[src/rtl/ps2_pkg.sv]
`default_nettype none
// ============================================================================
// Module      : ps2_pkg
// Description : Shared PS/2 receive definitions: receive-FSM state encoding,
//               frame constants and the odd-parity check helper.
// Revision    : 1.0 - initial release
// ============================================================================
package ps2_pkg;

    // Receive FSM states; explicit 2-bit encoding.
    typedef enum logic [1:0] {
        ST_IDLE   = 2'b00,
        ST_DATA   = 2'b01,
        ST_PARITY = 2'b10,
        ST_STOP   = 2'b11
    } rx_state_t;

    localparam int   c_data_bits  = 8;
    // XOR of the data bits and the parity bit that marks a good frame.
    localparam logic c_odd_parity = 1'b1;

    function automatic logic parity_good(input logic [c_data_bits-1:0] data,
                                         input logic                   par);
        return ((^data) ^ par) == c_odd_parity;
    endfunction

endpackage
`default_nettype wire

[src/rtl/ps2_rx_fifo_if.sv]
`default_nettype none
// ============================================================================
// Module      : ps2_rx_fifo_if
// Description : Host-side read/status bus of the PS/2 receiver.
//   rd_en      : pop the head byte (ignored while empty)
//   clr_ovf    : clear the sticky overflow flag
//   rd_data    : head byte, show-ahead, valid while empty=0
//   empty      : no bytes held
//   count      : bytes held
//   overflow   : sticky, a good byte was dropped on a full buffer
//   parity_err : one-cycle pulse, frame dropped for bad parity
//   frame_err  : one-cycle pulse, frame dropped for bad stop bit or timeout
//   Modports: master = host side, slave = receiver side.
// Revision    : 1.0 - initial release
// ============================================================================
interface ps2_rx_fifo_if
    import ps2_pkg::*;
#(
    parameter int FIFO_DEPTH = 8
);
    logic                          rd_en;
    logic                          clr_ovf;
    logic [c_data_bits-1:0]        rd_data;
    logic                          empty;
    logic [$clog2(FIFO_DEPTH):0]   count;
    logic                          overflow;
    logic                          parity_err;
    logic                          frame_err;

    modport master (
        output rd_en, clr_ovf,
        input  rd_data, empty, count, overflow, parity_err, frame_err
    );

    modport slave (
        input  rd_en, clr_ovf,
        output rd_data, empty, count, overflow, parity_err, frame_err
    );
endinterface
`default_nettype wire

[src/rtl/ps2_byte_fifo.sv]
`default_nettype none
// ============================================================================
// Module      : ps2_byte_fifo
// Description : Show-ahead byte FIFO with registered head output.
//   clk, rst_n : clock, asynchronous active-low reset
//   wr_en      : write wr_data (dropped when full unless rd_en is also high)
//   rd_en      : pop head (ignored while empty)
//   rd_data    : head byte, valid while empty=0
//   empty/full : occupancy flags
//   count      : bytes held
// Revision    : 1.0 - initial release
// ============================================================================
module ps2_byte_fifo
    import ps2_pkg::*;
#(
    parameter int DEPTH = 8
) (
    input  wire                          clk,
    input  wire                          rst_n,
    input  wire                          wr_en,
    input  wire  [c_data_bits-1:0]       wr_data,
    input  wire                          rd_en,
    output logic [c_data_bits-1:0]       rd_data,
    output logic                         empty,
    output logic                         full,
    output logic [$clog2(DEPTH):0]       count
);
    localparam int c_aw = $clog2(DEPTH);
    localparam int c_cw = c_aw + 1;

    logic [c_data_bits-1:0] r_mem [DEPTH];
    logic [c_aw-1:0]        r_wr_ptr;
    logic [c_aw-1:0]        r_rd_ptr;
    logic [c_cw-1:0]        r_count;
    logic [c_data_bits-1:0] r_rd_data;

    logic                   w_do_wr;
    logic                   w_do_rd;
    logic [c_aw-1:0]        w_rd_ptr_nxt;

    assign empty        = (r_count == '0);
    assign full         = (r_count == c_cw'(DEPTH));
    assign w_do_rd      = rd_en & ~empty;
    // A full FIFO still accepts a write when a pop frees a slot in the same cycle.
    assign w_do_wr      = wr_en & (~full | rd_en);
    assign w_rd_ptr_nxt = r_rd_ptr + c_aw'(1);

    always_ff @(posedge clk) begin
        if (w_do_wr) begin
            r_mem[r_wr_ptr] <= wr_data;
        end
    end

    always_ff @(posedge clk or negedge rst_n) begin
        if (!rst_n) begin
            r_wr_ptr  <= '0;
            r_rd_ptr  <= '0;
            r_count   <= '0;
            r_rd_data <= '0;
        end else begin
            if (w_do_wr) r_wr_ptr <= r_wr_ptr + c_aw'(1);
            if (w_do_rd) r_rd_ptr <= w_rd_ptr_nxt;

            case ({w_do_wr, w_do_rd})
                2'b10:   r_count <= r_count + c_cw'(1);
                2'b01:   r_count <= r_count - c_cw'(1);
                default: r_count <= r_count;
            endcase

            // Head register: on a pop, take the next entry; if the popped byte was
            // the last one, the only possible new head is the byte being written.
            if (w_do_rd) begin
                r_rd_data <= (r_count == c_cw'(1)) ? wr_data : r_mem[w_rd_ptr_nxt];
            end else if (empty && w_do_wr) begin
                r_rd_data <= wr_data;
            end
        end
    end

    assign rd_data = r_rd_data;
    assign count   = r_count;

endmodule
`default_nettype wire

[src/rtl/ps2_rx_fifo.sv]
`default_nettype none
// ============================================================================
// Module      : ps2_rx_fifo
// Description : PS/2 device-to-host frame receiver with byte FIFO.
//   clk, rst_n        : system clock, asynchronous active-low reset
//   ps2_clk, ps2_data : asynchronous PS/2 lines
//   bus (slave)       : host read/status bus (see ps2_rx_fifo_if)
// Revision    : 1.0 - initial release
// ============================================================================
module ps2_rx_fifo
    import ps2_pkg::*;
#(
    parameter int FIFO_DEPTH     = 8,
    parameter int TIMEOUT_CYCLES = 20000,
    parameter int SYNC_STAGES    = 2
) (
    input  wire            clk,
    input  wire            rst_n,
    input  wire            ps2_clk,
    input  wire            ps2_data,
    ps2_rx_fifo_if.slave   bus
);
    localparam int c_cw = $clog2(FIFO_DEPTH) + 1;
    localparam int c_tw = $clog2(TIMEOUT_CYCLES + 1);
    // r_tmo reads 0 in the cycle after an edge, so firing while it reads T-2
    // makes frame_err visible exactly TIMEOUT_CYCLES cycles after the edge cycle.
    localparam logic [c_tw-1:0] c_tmo_last = c_tw'(TIMEOUT_CYCLES - 2);

    // ---------------- synchronisers and edge detect ----------------
    logic [SYNC_STAGES-1:0] r_clk_sync;
    logic [SYNC_STAGES-1:0] r_data_sync;
    logic                   r_clk_prev;
    logic                   w_clk_s;
    logic                   w_bit;
    logic                   w_fall;

    always_ff @(posedge clk or negedge rst_n) begin
        if (!rst_n) begin
            r_clk_sync  <= '1;
            r_data_sync <= '1;
            r_clk_prev  <= 1'b1;
        end else begin
            r_clk_sync  <= {r_clk_sync[SYNC_STAGES-2:0], ps2_clk};
            r_data_sync <= {r_data_sync[SYNC_STAGES-2:0], ps2_data};
            r_clk_prev  <= w_clk_s;
        end
    end

    assign w_clk_s = r_clk_sync[SYNC_STAGES-1];
    assign w_bit   = r_data_sync[SYNC_STAGES-1];
    assign w_fall  = r_clk_prev & ~w_clk_s;

    // ---------------- receive FSM ----------------
    rx_state_t              r_state,   w_state_n;
    logic [2:0]             r_bit_cnt, w_bit_cnt_n;
    logic [c_data_bits-1:0] r_shift,   w_shift_n;
    logic                   r_par,     w_par_n;
    logic [c_tw-1:0]        r_tmo,     w_tmo_n;
    logic                   r_wr_en,   w_wr_n;
    logic                   r_perr,    w_perr_n;
    logic                   r_ferr,    w_ferr_n;
    logic                   r_ovf;

    always_ff @(posedge clk or negedge rst_n) begin
        if (!rst_n) begin
            r_state   <= ST_IDLE;
            r_bit_cnt <= '0;
            r_shift   <= '0;
            r_par     <= 1'b0;
            r_tmo     <= '0;
            r_wr_en   <= 1'b0;
            r_perr    <= 1'b0;
            r_ferr    <= 1'b0;
        end else begin
            r_state   <= w_state_n;
            r_bit_cnt <= w_bit_cnt_n;
            r_shift   <= w_shift_n;
            r_par     <= w_par_n;
            r_tmo     <= w_tmo_n;
            r_wr_en   <= w_wr_n;
            r_perr    <= w_perr_n;
            r_ferr    <= w_ferr_n;
        end
    end

    always_comb begin
        w_state_n   = r_state;
        w_bit_cnt_n = r_bit_cnt;
        w_shift_n   = r_shift;
        w_par_n     = r_par;
        w_tmo_n     = '0;
        w_wr_n      = 1'b0;
        w_perr_n    = 1'b0;
        w_ferr_n    = 1'b0;

        if (r_state != ST_IDLE) begin
            w_tmo_n = w_fall ? '0 : r_tmo + c_tw'(1);
        end

        case (r_state)
            ST_IDLE: begin
                if (w_fall && !w_bit) begin
                    w_state_n   = ST_DATA;
                    w_bit_cnt_n = '0;
                end
            end
            ST_DATA: begin
                if (w_fall) begin
                    w_shift_n   = {w_bit, r_shift[c_data_bits-1:1]};
                    w_bit_cnt_n = r_bit_cnt + 3'd1;
                    if (r_bit_cnt == 3'(c_data_bits - 1)) begin
                        w_state_n = ST_PARITY;
                    end
                end
            end
            ST_PARITY: begin
                if (w_fall) begin
                    w_par_n   = w_bit;
                    w_state_n = ST_STOP;
                end
            end
            ST_STOP: begin
                if (w_fall) begin
                    w_state_n = ST_IDLE;
                    // A bad stop bit outranks a bad parity bit.
                    if (!w_bit) begin
                        w_ferr_n = 1'b1;
                    end else if (parity_good(r_shift, r_par)) begin
                        w_wr_n = 1'b1;
                    end else begin
                        w_perr_n = 1'b1;
                    end
                end
            end
            default: w_state_n = ST_IDLE;
        endcase

        if ((r_state != ST_IDLE) && !w_fall && (r_tmo == c_tmo_last)) begin
            w_state_n = ST_IDLE;
            w_ferr_n  = 1'b1;
        end
    end

    // ---------------- buffer ----------------
    // r_shift is stable in the write cycle: the FSM is back in IDLE, which never shifts.
    logic                   w_full;
    logic                   w_empty;
    logic [c_cw-1:0]        w_count;
    logic [c_data_bits-1:0] w_rd_data;

    ps2_byte_fifo #(
        .DEPTH   (FIFO_DEPTH)
    ) u_fifo (
        .clk     (clk),
        .rst_n   (rst_n),
        .wr_en   (r_wr_en),
        .wr_data (r_shift),
        .rd_en   (bus.rd_en),
        .rd_data (w_rd_data),
        .empty   (w_empty),
        .full    (w_full),
        .count   (w_count)
    );

    // Setting wins over clearing so a coincident drop is never lost.
    always_ff @(posedge clk or negedge rst_n) begin
        if (!rst_n) begin
            r_ovf <= 1'b0;
        end else if (r_wr_en && w_full && !bus.rd_en) begin
            r_ovf <= 1'b1;
        end else if (bus.clr_ovf) begin
            r_ovf <= 1'b0;
        end
    end

    assign bus.rd_data    = w_rd_data;
    assign bus.empty      = w_empty;
    assign bus.count      = w_count;
    assign bus.overflow   = r_ovf;
    assign bus.parity_err = r_perr;
    assign bus.frame_err  = r_ferr;

endmodule
`default_nettype wire

[src/flat_wrapper.sv]
// flat-port wrapper written by rule: the top's interface ports become plain ports
module ps2_rx_fifo_flat import ps2_pkg::*;
#(
    parameter int FIFO_DEPTH     = 8,
    parameter int TIMEOUT_CYCLES = 20000,
    parameter int SYNC_STAGES    = 2
)
  (clk, rst_n, ps2_clk, ps2_data, bus_rd_en, bus_clr_ovf, bus_rd_data, bus_empty, bus_count, bus_overflow, bus_parity_err, bus_frame_err);
  ps2_rx_fifo_if #(.FIFO_DEPTH(FIFO_DEPTH)) bus_i ();
  input  wire clk;
  input  wire rst_n;
  input  wire ps2_clk;
  input  wire ps2_data;
  input wire logic [$bits(bus_i.rd_en)-1:0] bus_rd_en;
  input wire logic [$bits(bus_i.clr_ovf)-1:0] bus_clr_ovf;
  output wire logic [$bits(bus_i.rd_data)-1:0] bus_rd_data;
  output wire logic [$bits(bus_i.empty)-1:0] bus_empty;
  output wire logic [$bits(bus_i.count)-1:0] bus_count;
  output wire logic [$bits(bus_i.overflow)-1:0] bus_overflow;
  output wire logic [$bits(bus_i.parity_err)-1:0] bus_parity_err;
  output wire logic [$bits(bus_i.frame_err)-1:0] bus_frame_err;
  assign bus_i.rd_en = bus_rd_en;
  assign bus_i.clr_ovf = bus_clr_ovf;
  assign bus_rd_data = bus_i.rd_data;
  assign bus_empty = bus_i.empty;
  assign bus_count = bus_i.count;
  assign bus_overflow = bus_i.overflow;
  assign bus_parity_err = bus_i.parity_err;
  assign bus_frame_err = bus_i.frame_err;
  ps2_rx_fifo #(.FIFO_DEPTH(FIFO_DEPTH), .TIMEOUT_CYCLES(TIMEOUT_CYCLES), .SYNC_STAGES(SYNC_STAGES)) u_core (.clk(clk), .rst_n(rst_n), .ps2_clk(ps2_clk), .ps2_data(ps2_data), .bus(bus_i));
endmodule
[config.mk]
export PLATFORM = sky130hd
export DESIGN_NAME = ps2_rx_fifo_flat
export DESIGN_NICKNAME = d
export VERILOG_FILES = /design/src/rtl/ps2_pkg.sv /design/src/rtl/ps2_rx_fifo_if.sv /design/src/rtl/ps2_byte_fifo.sv /design/src/rtl/ps2_rx_fifo.sv /design/src/flat_wrapper.sv
export SDC_FILE = /design/constraint.sdc
export NUM_CORES = 1
export LEC_CHECK = 0
export CORE_MARGIN = 4
export CORE_UTILIZATION = 40
export CTS_CLUSTER_SIZE = 20
export DETAILED_ROUTE_END_ITERATION = 7
export GPL_TIMING_DRIVEN = 0
export PLACE_DENSITY = 0.56
export SKIP_LAST_GASP = 1
export SLEW_MARGIN = 20
export SYNTH_ARGS = -nofsm -noshare
export SYNTH_HDL_FRONTEND = slang
export SYNTH_HIERARCHICAL = 1
export SYNTH_SLANG_ARGS = --single-unit
[constraint.sdc]
create_clock -name clk -period 2.7 [get_ports clk]
set_input_delay 0.405 -clock clk [delete_from_list [all_inputs] [get_ports clk]]
set_output_delay 0.405 -clock clk [all_outputs]
set_load 0.02 [all_outputs]
Word level (Yosys, flattened, before mapping)
Memory sizes are Yosys's and may differ from the RTL's.
Cells that the tools add are included.
{"block": "totals", "regBits": 56, "latchBits": 0, "ram_bits": 64, "rom_bits": 0, "inputBits": 6, "output_inout_bits": 16, "word_cells": 100, "n_memories": 1}
{"block": "classes", "addsub": 6, "mul": 0, "n_div": 0, "n_lt_le_gt_ge": 0, "n_eq_ne": 16, "n_shift": 0, "n_mux": 32, "bitwise": 8, "n_reduce_logical": 21}
{"name": "u_core.u_fifo.r_mem", "depth": 8, "width": 8, "read_ports": 1, "rd_clocked_by_memory_dff": 0, "write_ports": 1, "line": "ps2_byte_fifo.sv:31", "source": "logic [c_data_bits-1:0] r_mem [DEPTH];"}
{"cell": "two-way mux 15 bit", "n": 2}
{"cell": "two-way mux 8 bit", "n": 3}
{"cell": "two-way mux 1 bit", "n": 16}
{"cell": "adder 15 x 1 -> 15 bit, second input constant", "n": 1}
{"cell": "equality test 15 bit, second input constant", "n": 1}
{"cell": "!= test 3 x 1 -> 1 bit, second input constant", "n": 5}
{"cell": "two-way mux 2 bit", "n": 6}
{"cell": "nonzero test 2 bit", "n": 5}
{"cell": "adder 3 x 1 -> 3 bit, second input constant", "n": 3}
{"cell": "one-hot mux 2 bit (4 select lines)", "n": 1}
{"cell": "one-hot mux 4 bit (2 select lines)", "n": 1}
{"cell": "parity 8 bit", "n": 1}
{"cell": "equality test 2 bit, second input constant", "n": 3}
{"cell": "logical AND 1 bit", "n": 6}
{"cell": "two-way mux 3 bit", "n": 2}
{"cell": "one-hot mux 3 bit (2 select lines)", "n": 1}
{"cell": "AND reduction 5 bit", "n": 1}
{"cell": "adder 4 x 1 -> 4 bit, second input constant", "n": 1}
{"cell": "equality test 2 x 1 -> 1 bit, second input constant", "n": 2}
{"cell": "equality test 4 x 1 -> 1 bit, second input constant", "n": 1}
{"cell": "equality test 4 bit, second input constant", "n": 1}
{"cell": "logical NOT 4 bit", "n": 1}
{"cell": "!= test 2 x 1 -> 1 bit, second input constant", "n": 2}
{"cell": "AND reduction 2 bit", "n": 2}
{"cell": "other kinds (9)", "n": 15}

Logic depth before layout (Yosys ltp)
{"block": "depth", "ltp_word": 7, "mapped_depth": 9, "ltp_nobuf": 9}

Cells and area by module
Netlist, hierarchy kept.
{"mod": "ps2_byte_fifo", "n_inst": 1, "cells_each": 210, "area_each_um2": 3538.4, "seq_area_each_um2": 2372.3}
{"mod": "ps2_rx_fifo", "n_inst": 1, "cells_each": 163, "area_each_um2": 1819.2, "seq_area_each_um2": 957.2}

Worst setup path after synthesis
No wires, ideal clock.
{"block": "synth_timing", "path_kind": "flip-flop to flip-flop", "startpoint": "register u_core.u_fifo.r_count[0], in the netlist u_core/u_fifo/count[0]", "endpoint": "memory u_core.u_fifo.r_mem[0][0] (enable)", "setup_ps": 395, "t_arrival_ps": 2040, "required_ps": 2305, "path_slack_ps": 265, "stages_incl_launch_ff": 6, "n_path_buf": 0, "synth_period_minus_slack_ps": 2435, "cell_sequence": "dfrtp_1 inv_1 ha_1 nand4bb_1 nand2_1 nor4_1"}
{"block": "synth_via", "elab_chain_cells": 6}
{"element": "start, declared", "line": "ps2_byte_fifo.sv:34", "source": "logic [c_cw-1:0] r_count;"}
{"element": "start signal, assigned", "line": "ps2_byte_fifo.sv:65", "source": "2'b10: r_count <= r_count + c_cw'(1);"}
{"element": "start signal, assigned", "line": "ps2_byte_fifo.sv:66", "source": "2'b01: r_count <= r_count - c_cw'(1);"}
{"element": "start signal, assigned", "line": "ps2_byte_fifo.sv:67", "source": "default: r_count <= r_count;"}
{"element": "equality test 4 bit", "line": "ps2_byte_fifo.sv:42", "source": "assign full = (r_count == c_cw'(DEPTH));"}
{"element": "inverter 1 bit", "line": "ps2_byte_fifo.sv:45", "source": "assign w_do_wr = wr_en & (~full | rd_en);"}
{"element": "bitwise OR 1 bit", "line": "ps2_byte_fifo.sv:45"}
{"element": "AND 1 bit", "line": "ps2_byte_fifo.sv:45"}
{"element": "two-way mux 1 bit", "line": "ps2_byte_fifo.sv:49", "source": "if (w_do_wr) begin"}
{"element": "two-way mux 1 bit (not written as such)", "line": "ps2_byte_fifo.sv:50", "source": "r_mem[r_wr_ptr] <= wr_data;"}
{"element": "end, declared", "line": "ps2_byte_fifo.sv:31"}
No other way between the ends.

Worst setup path after layout
{"block": "layout_timing", "startpoint": "register u_core.u_fifo.r_count[0], in the netlist u_core/u_fifo/count[0]", "endpoint": "register u_core.u_fifo.r_count[3], in the netlist u_core/u_fifo/count[3]"}
{"block": "layout_via", "elab_chain_cells": 6, "elab_cells_between_ends": 13, "classes_between": "add/sub (2); eq/ne (3); mux (1); bitwise (5); reduce/logical (2)"}
{"element": "equality test 4 bit", "line": "ps2_byte_fifo.sv:42"}
{"element": "inverter 1 bit", "line": "ps2_byte_fifo.sv:45"}
{"element": "bitwise OR 1 bit", "line": "ps2_byte_fifo.sv:45"}
{"element": "AND 1 bit", "line": "ps2_byte_fifo.sv:45"}
{"element": "equality test 2 x 1 -> 1 bit or equality test 2 bit (tied branches)", "line": "ps2_byte_fifo.sv:64", "source": "case ({w_do_wr, w_do_rd})"}
{"element": "one-hot mux 4 bit (2 select lines) or nonzero test 2 bit (tied branches)"}
Several ways; a longest one is shown, not always the timed one.
A chain may end at the register's enable or synchronous reset.

==> impl_metrics.env <==
export IMPL_outcome="completed"
export IMPL_dr_pass1_iters=4
export IMPL_crit_path_start="u_core/u_fifo/count[0]"
export IMPL_avgViaCountPerCell=4.94
export IMPL_fin_crit_sh_pct=92.3
export IMPL_met2_length_mm=4.52
export IMPL_synthCells=373
export IMPL_vdd_drop_max_mv=0.506
export IMPL_initial_core_util_pct=40.6
export IMPL_wl_mm=9.38
export IMPL_finalMaxSlewViolations=0
export IMPL_syn_area_per_cell_um2=14.4
export IMPL_worstPathArrival_ns=2.82
export IMPL_hp_class="flop to flop"
export IMPL_final_common_cell="edfxtp_1"
export IMPL_final_hold_viol_count=0
export IMPL_power_density_nw_per_um2=1160
export IMPL_die_height_um=124
export IMPL_ys_async_sr_fraction_pct=46.7
export IMPL_multi_input_area_um2=1910
export IMPL_ys_ff_latch=120
export IMPL_startpoint_type="flop"
export IMPL_syn_area_um2=5360
export IMPL_clk_pin_slew_worst_paths_ns=0.06
export IMPL_row_count=42
export IMPL_dieArea_um2=15300
export IMPL_io_pins=22
export IMPL_cts_root_buffer="clkbuf_16"
export IMPL_core_area_um2=13200
export IMPL_clk_latency_ns=0.41
export IMPL_endpoint_kind="flop"
export IMPL_hold_path_startpoint="u_core/r_data_sync[0]"
export IMPL_via_count=2986
export IMPL_final_antenna_net_count=0
export IMPL_ys_types=50
export IMPL_yosysSeqAreaShare_pct=62.1
export IMPL_place_hpwl_mm=6.47
export IMPL_clock_sinks=120
export IMPL_synth_edf_count=64
export IMPL_max_clock_freq_ghz=0.401
export IMPL_io_buffer_count=21
export IMPL_finalSetupViolCount=0
export IMPL_r2r_end="u_core/u_fifo/count[3]"
export IMPL_grt_overflow_total=0
export IMPL_syn_nets=395
export IMPL_grt_pass1_wl_mm=15.5
export IMPL_timing_final_ws_setup_ns=0.209
export IMPL_worstPathRequired_ns=3.03
export IMPL_clock_path_buffers=2
export IMPL_rr_startpoint="u_core/u_fifo/count[0]"
export IMPL_gp_congestion=0.736
export IMPL_clock_skew_ns=0.00582
export IMPL_track_usage_pct=13.7
export IMPL_wl_per_cell_um=15.5
export IMPL_tightest_slew_ns=1.09
export IMPL_hold_ws_ns=0.355
export IMPL_yosys_most_used_dff="edfxtp_1"
export IMPL_place_ws_ns=-0.155
export IMPL_dpl_instance_area_um2=5840
export IMPL_drive_gt1_share_pct=18.4
export IMPL_final_cell_area_um2=6410
export IMPL_drt_iter0_markers=142
export IMPL_crit_path_end="u_core/u_fifo/count[3]"
export IMPL_regArea_um2=3330
export IMPL_rsz0062_at_grt="false"
export IMPL_ys_warn_count=6
export IMPL_n_antenna_cell=0
export IMPL_drv_cap=0
export IMPL_relSlewSlack_pct=27.2
export IMPL_finalNetCount=438
export IMPL_h_tree_depth=4
export IMPL_antenna_found_initial=0
export IMPL_met1_length_mm=4.38
export IMPL_r2r_setup_slack_ns=0.21
export IMPL_drc_errors=0
export IMPL_crit_type="flop to flop"
export IMPL_highest_layer="met4"
export IMPL_power_leakage_nw=2.48
export IMPL_post_cts_buffers=0
export IMPL_grt_max_degree=38
export IMPL_cp_max_fo=7
export IMPL_area_growth_pct=19.6
export IMPL_first_global_vias=2981
export IMPL_rr_worst_depth=9
export IMPL_wl_met3_um=385
export IMPL_period_minus_slack_ns=2.49
export IMPL_cts_tree="built"
export IMPL_layout_common_cells="edfxtp_1 (64), dfrtp_1 (51), mux2i_1 (33), nor2_1 (27), clkdlybuf4s50_1 (19)"
export IMPL_cts_buffers=17
export IMPL_nFillCells=1123
export IMPL_die_w_um=124
[what timing repair did]
action	in CTS	in global routing
hold endpoints to repair	19	0
endpoints found under the setup margin	2	2
gates resized for setup	3	5
cloned	0	0
hold buffers	1	0
pin swaps	0	0
[stage by stage]
step / instances / util, % / setup TNS, ns / power, mW
3_3_place_gp: 570 / 43.9 / -39.33 / 5.41
4_1_cts: 605 / 48.4 / 0 / 7.54
2_1_floorplan: 373 / - / 0 / 4.74
3_5_place_dp: 572 / 44.3 / -0.155 / 5.48
5_1_grt: 605 / 48.6 / 0 / 7.90
6_report: 605 / 48.6 / 0 / 7.46
[critical path, cell delays in order (launching register included)]
cell     delay, ns
dfrtp_1       0.46
inv_1         0.10
ha_2          0.24
or3b_1        0.19
nand2_1       0.15
inv_1         0.09
ha_1          0.22
or4b_2        0.60
a21oi_1       0.20
xor2_1        0.15
[Yosys cell counts (2+ instances only)]
master,count,area [um^2]
mux4_2,8,180
a211oi_1,10,75.1
nand3b_1,4,30.0
nand3_1,11,55.1
ha_1,16,200
dfstp_2,5,131
o211ai_1,2,15.0
o21ai_0,5,25.0
a221oi_1,7,61.3
nand2_1,17,63.8
xor2_1,12,105
clkbuf_1,5,18.8
a21oi_1,3,15.0
buf_2,2,10.0
mux2_2,12,135
inv_1,17,63.8
nor2_1,27,101
buf_12,2,40.0
buf_6,2,22.5
nor2b_1,3,18.8
o21ai_1,2,10.0
mux2i_1,33,330
xnor2_1,16,140
nand2b_1,5,31.3
nor3_1,6,30.0
edfxtp_1,64,1920
dfrtp_1,51,1280
nand4_1,4,25.0
[state kept, by name, indices dropped and copies added, names as in the netlist, 2 cells and up]
name,flops
u_core/u_fifo/r_mem,64
u_core/r_tmo,15
u_core/r_shift,8
u_core/u_fifo/rd_data,8
u_core/u_fifo/count,4
u_core/r_bit_cnt,3
u_core/u_fifo/r_rd_ptr,3
u_core/u_fifo/r_wr_ptr,3
u_core/r_clk_sync,2
u_core/r_data_sync,2
u_core/r_state,2
[metal layers]
layer,vias up,global-route usage [%]
met2,49,21.2
li1,1465,-
met5,-,0
met4,0,4.98
met1,1464,17.7
met3,8,4.95
[where the power goes]
group / switching [mW] / total, mW / internal (mW)
registers: 0.338 / 2.63 / 2.29
logic: 1.34 / 2.81 / 1.48
clock network: 0.771 / 2.02 / 1.25
[area by class of cell]
class | count | area share (%)
sequential | 120 | 52.0
multi-input combinational | 223 | 29.8
clock buffer | 18 | 6.70
timing repair buffer | 24 | 3.71
tap | 176 | 3.44
buffer | 13 | 1.74
clock inverter | 14 | 1.72
inverter | 17 | 0.996
[worst min-delay path by stage]
stage	slack, ns	cells after the start	endpoint
4_1_cts	0.36	0	u_core/r_data_sync[1]
5_1_grt	0.36	0	u_core/r_data_sync[1]
6_report	0.35	0	u_core/r_data_sync[1]
3_3_place_gp	0.35	0	u_core/r_data_sync[1]
3_5_place_dp	0.31	1	u_core/u_fifo/rd_data[6]
2_1_floorplan	0.11	0	u_core/bus.frame_err
[cells by family after synthesis]
logic type | count (synthesis) | share of synthesized area (%)
AOI/OAI and AO/OA | 36 | 5.04
xor gates and xnor gates | 29 | 5.09
adders and majority gates | 16 | 3.74
buffers and inverters | 30 | 3.25
DFF | 120 | 62.1
muxes | 53 | 12.1
and+or+nand+nor | 89 | 8.69
No activity file was read; power rests on OpenSTA's default activity.
==> patch: new RTL, same settings <==
`FIFO_DEPTH` is set to 8 in 3 places; all go to 16.
--- a/src/rtl/ps2_rx_fifo_if.sv
+++ b/src/rtl/ps2_rx_fifo_if.sv
@@ -18,3 +18,3 @@
 #(
-    parameter int FIFO_DEPTH = 8
+    parameter int FIFO_DEPTH = 16
 );
--- a/src/rtl/ps2_rx_fifo.sv
+++ b/src/rtl/ps2_rx_fifo.sv
@@ -12,3 +12,3 @@
 #(
-    parameter int FIFO_DEPTH     = 8,
+    parameter int FIFO_DEPTH     = 16,
     parameter int TIMEOUT_CYCLES = 20000,
--- a/src/flat_wrapper.sv
+++ b/src/flat_wrapper.sv
@@ -3,3 +3,3 @@
 #(
-    parameter int FIFO_DEPTH     = 8,
+    parameter int FIFO_DEPTH     = 16,
     parameter int TIMEOUT_CYCLES = 20000,
Interface: changed (resized bus_count); port bits go from 22 to 23. No check against the original RTL was run, so the function may have changed too.
==> patch against the original RTL <==
Sequential cell count up 67; worst setup slack worse by 41 ps; wire length up 76%; global-route usage rose by 1.8 points; power is 35% higher; critical path depth is 2 lower; design area up 42%; final cell count up 47%; area after synthesis up 48%; largest cell class unchanged.
==> patch: results (changes against the original RTL) <==
| Metric | Value |
|---|---|
| Post-Synth XOR/XNOR Area | `0.03751 (was 0.05091)` |
| Vias in the first global route | `4,600 (was 2,981)` |
| Mux share of post-synthesis cell area | `0.07092 (was 0.1205)` |
| DR WL met3 | `810 um (was 385 um)` |
| Top post-synthesis cells by count | `edfxtp_1 (128), nand2_1 (102), dfrtp_1 (54) (was edfxtp_1 (64), dfrtp_1 (51), mux2i_1 (33))` |
| DR WL/cell | `18.63 um (was 15.51 um)` |
| Clk. pwr | `2.40 mW (was 2.02 mW)` |
| Multi-input gate count | `343 (was 223)` |
| Pre-CTS WS | `-24.37 ps (was -154.7 ps)` |
| Fraction of the mapped netlist area in compound gates | `0.04854 (was 0.05044)` |
| Area contributors post-synth | `edfxtp_1 (48%), dfrtp_1 (17%), nand2_1 (4.8%) (was edfxtp_1 (36%), dfrtp_1 (24%), mux2i_1 (6.2%))` |
| Final nets | `634 (was 438)` |
| Share of layout cells above drive strength 1 | `0.1431 (was 0.1841)` |
| Clk tree area frac | `0.06154 (was 0.08415)` |
| Power Combinational | `3.58 mW (was 2.81 mW)` |
| Vias/cell | `5.166 (was 4.936)` |
| FF+latch area | `5326 um^2 (was 3329 um^2)` |
| Adder-cell share of the synthesized area | `0.02994 (was 0.03737)` |
| Worst VDD drop | `505.5 uV (was 505.9 uV)` |
| GRT met2 Usage | `0.2630 (was 0.2122)` |
| Met3 track demand over resource | `0.03312 (was 0.04950)` |
| Async S/R FF share, synth | `0.3155 (was 0.4667)` |
| Clock Skews | `8.321 ps (was 5.818 ps)` |
| Status | `finished, final reports clean (unchanged)` |
| Data arrival time of the critical path | `2590 ps (was 2820 ps)` |
| Regs by FF count | `u_core/u_fifo/r_mem (128), u_core/r_tmo (15) (was u_core/u_fifo/r_mem (64), u_core/r_tmo (15))` |
| Slew HR | `0.4007 (was 0.2717)` |
| FF-to-FF End | `u_core/u_fifo/r_mem[7][3]$_DFFE_PP_ (was u_core/u_fifo/count[3]$_DFFE_PN0P_)` |
| Syn Nets | `591 (was 395)` |
| Routability-driven placement congestion ratio | `0.7966 (was 0.7362)` |
| Insertion delay to the later sink of the worst-skew pair | `430 ps (was 410 ps)` |
| Switching fraction of total power | `0.3689 (was 0.3278)` |
| Post-synthesis sequential area ratio | `0.6709 (was 0.6214)` |
| Largest net degree at the start of global routing | `57 (was 38)` |
| FF+latch count, synth | `187 (was 120)` |
| Buffers, non-clock | `49 (was 37)` |
| Clock buffers | `17 (was 18)` |
| I/O Buffers | `22 (was 21)` |
| GR Util All Layers | `0.1550 (was 0.1367)` |
-- patch: changes by cell type in the layout (fill, tap and decap cells not counted), sizes merged, moves of 8 or more --
| cell | unedited run | this run |
|---|---|---|
| nor2 | 27 | 36 |
| mux2i | 33 | 9 |
| a21o | 0 | 8 |
| nand2 | 17 | 102 |
| nand3 | 11 | 29 |
| a221oi | 8 | 0 |
| buf | 11 | 21 |
| a211oi | 10 | 0 |
| nand4 | 4 | 12 |
| mux4 | 8 | 16 |
| edfxtp | 64 | 128 |
| o2111ai | 1 | 9 |
-- patch: per-stage QoR --
stage	utilization	area, um^2	power, mW	hold WS [ps]
2_1_floorplan	-	7939	6.521	109.4
3_3_place_gp	0.4363	8491	7.669	345.7
3_5_place_dp	0.4386	8536	7.759	216.8
4_1_cts	0.4679	9106	10.17	296.8
5_1_grt	0.4680	9109	10.64	319.4
6_report	0.4680	9109	10.06	326.5
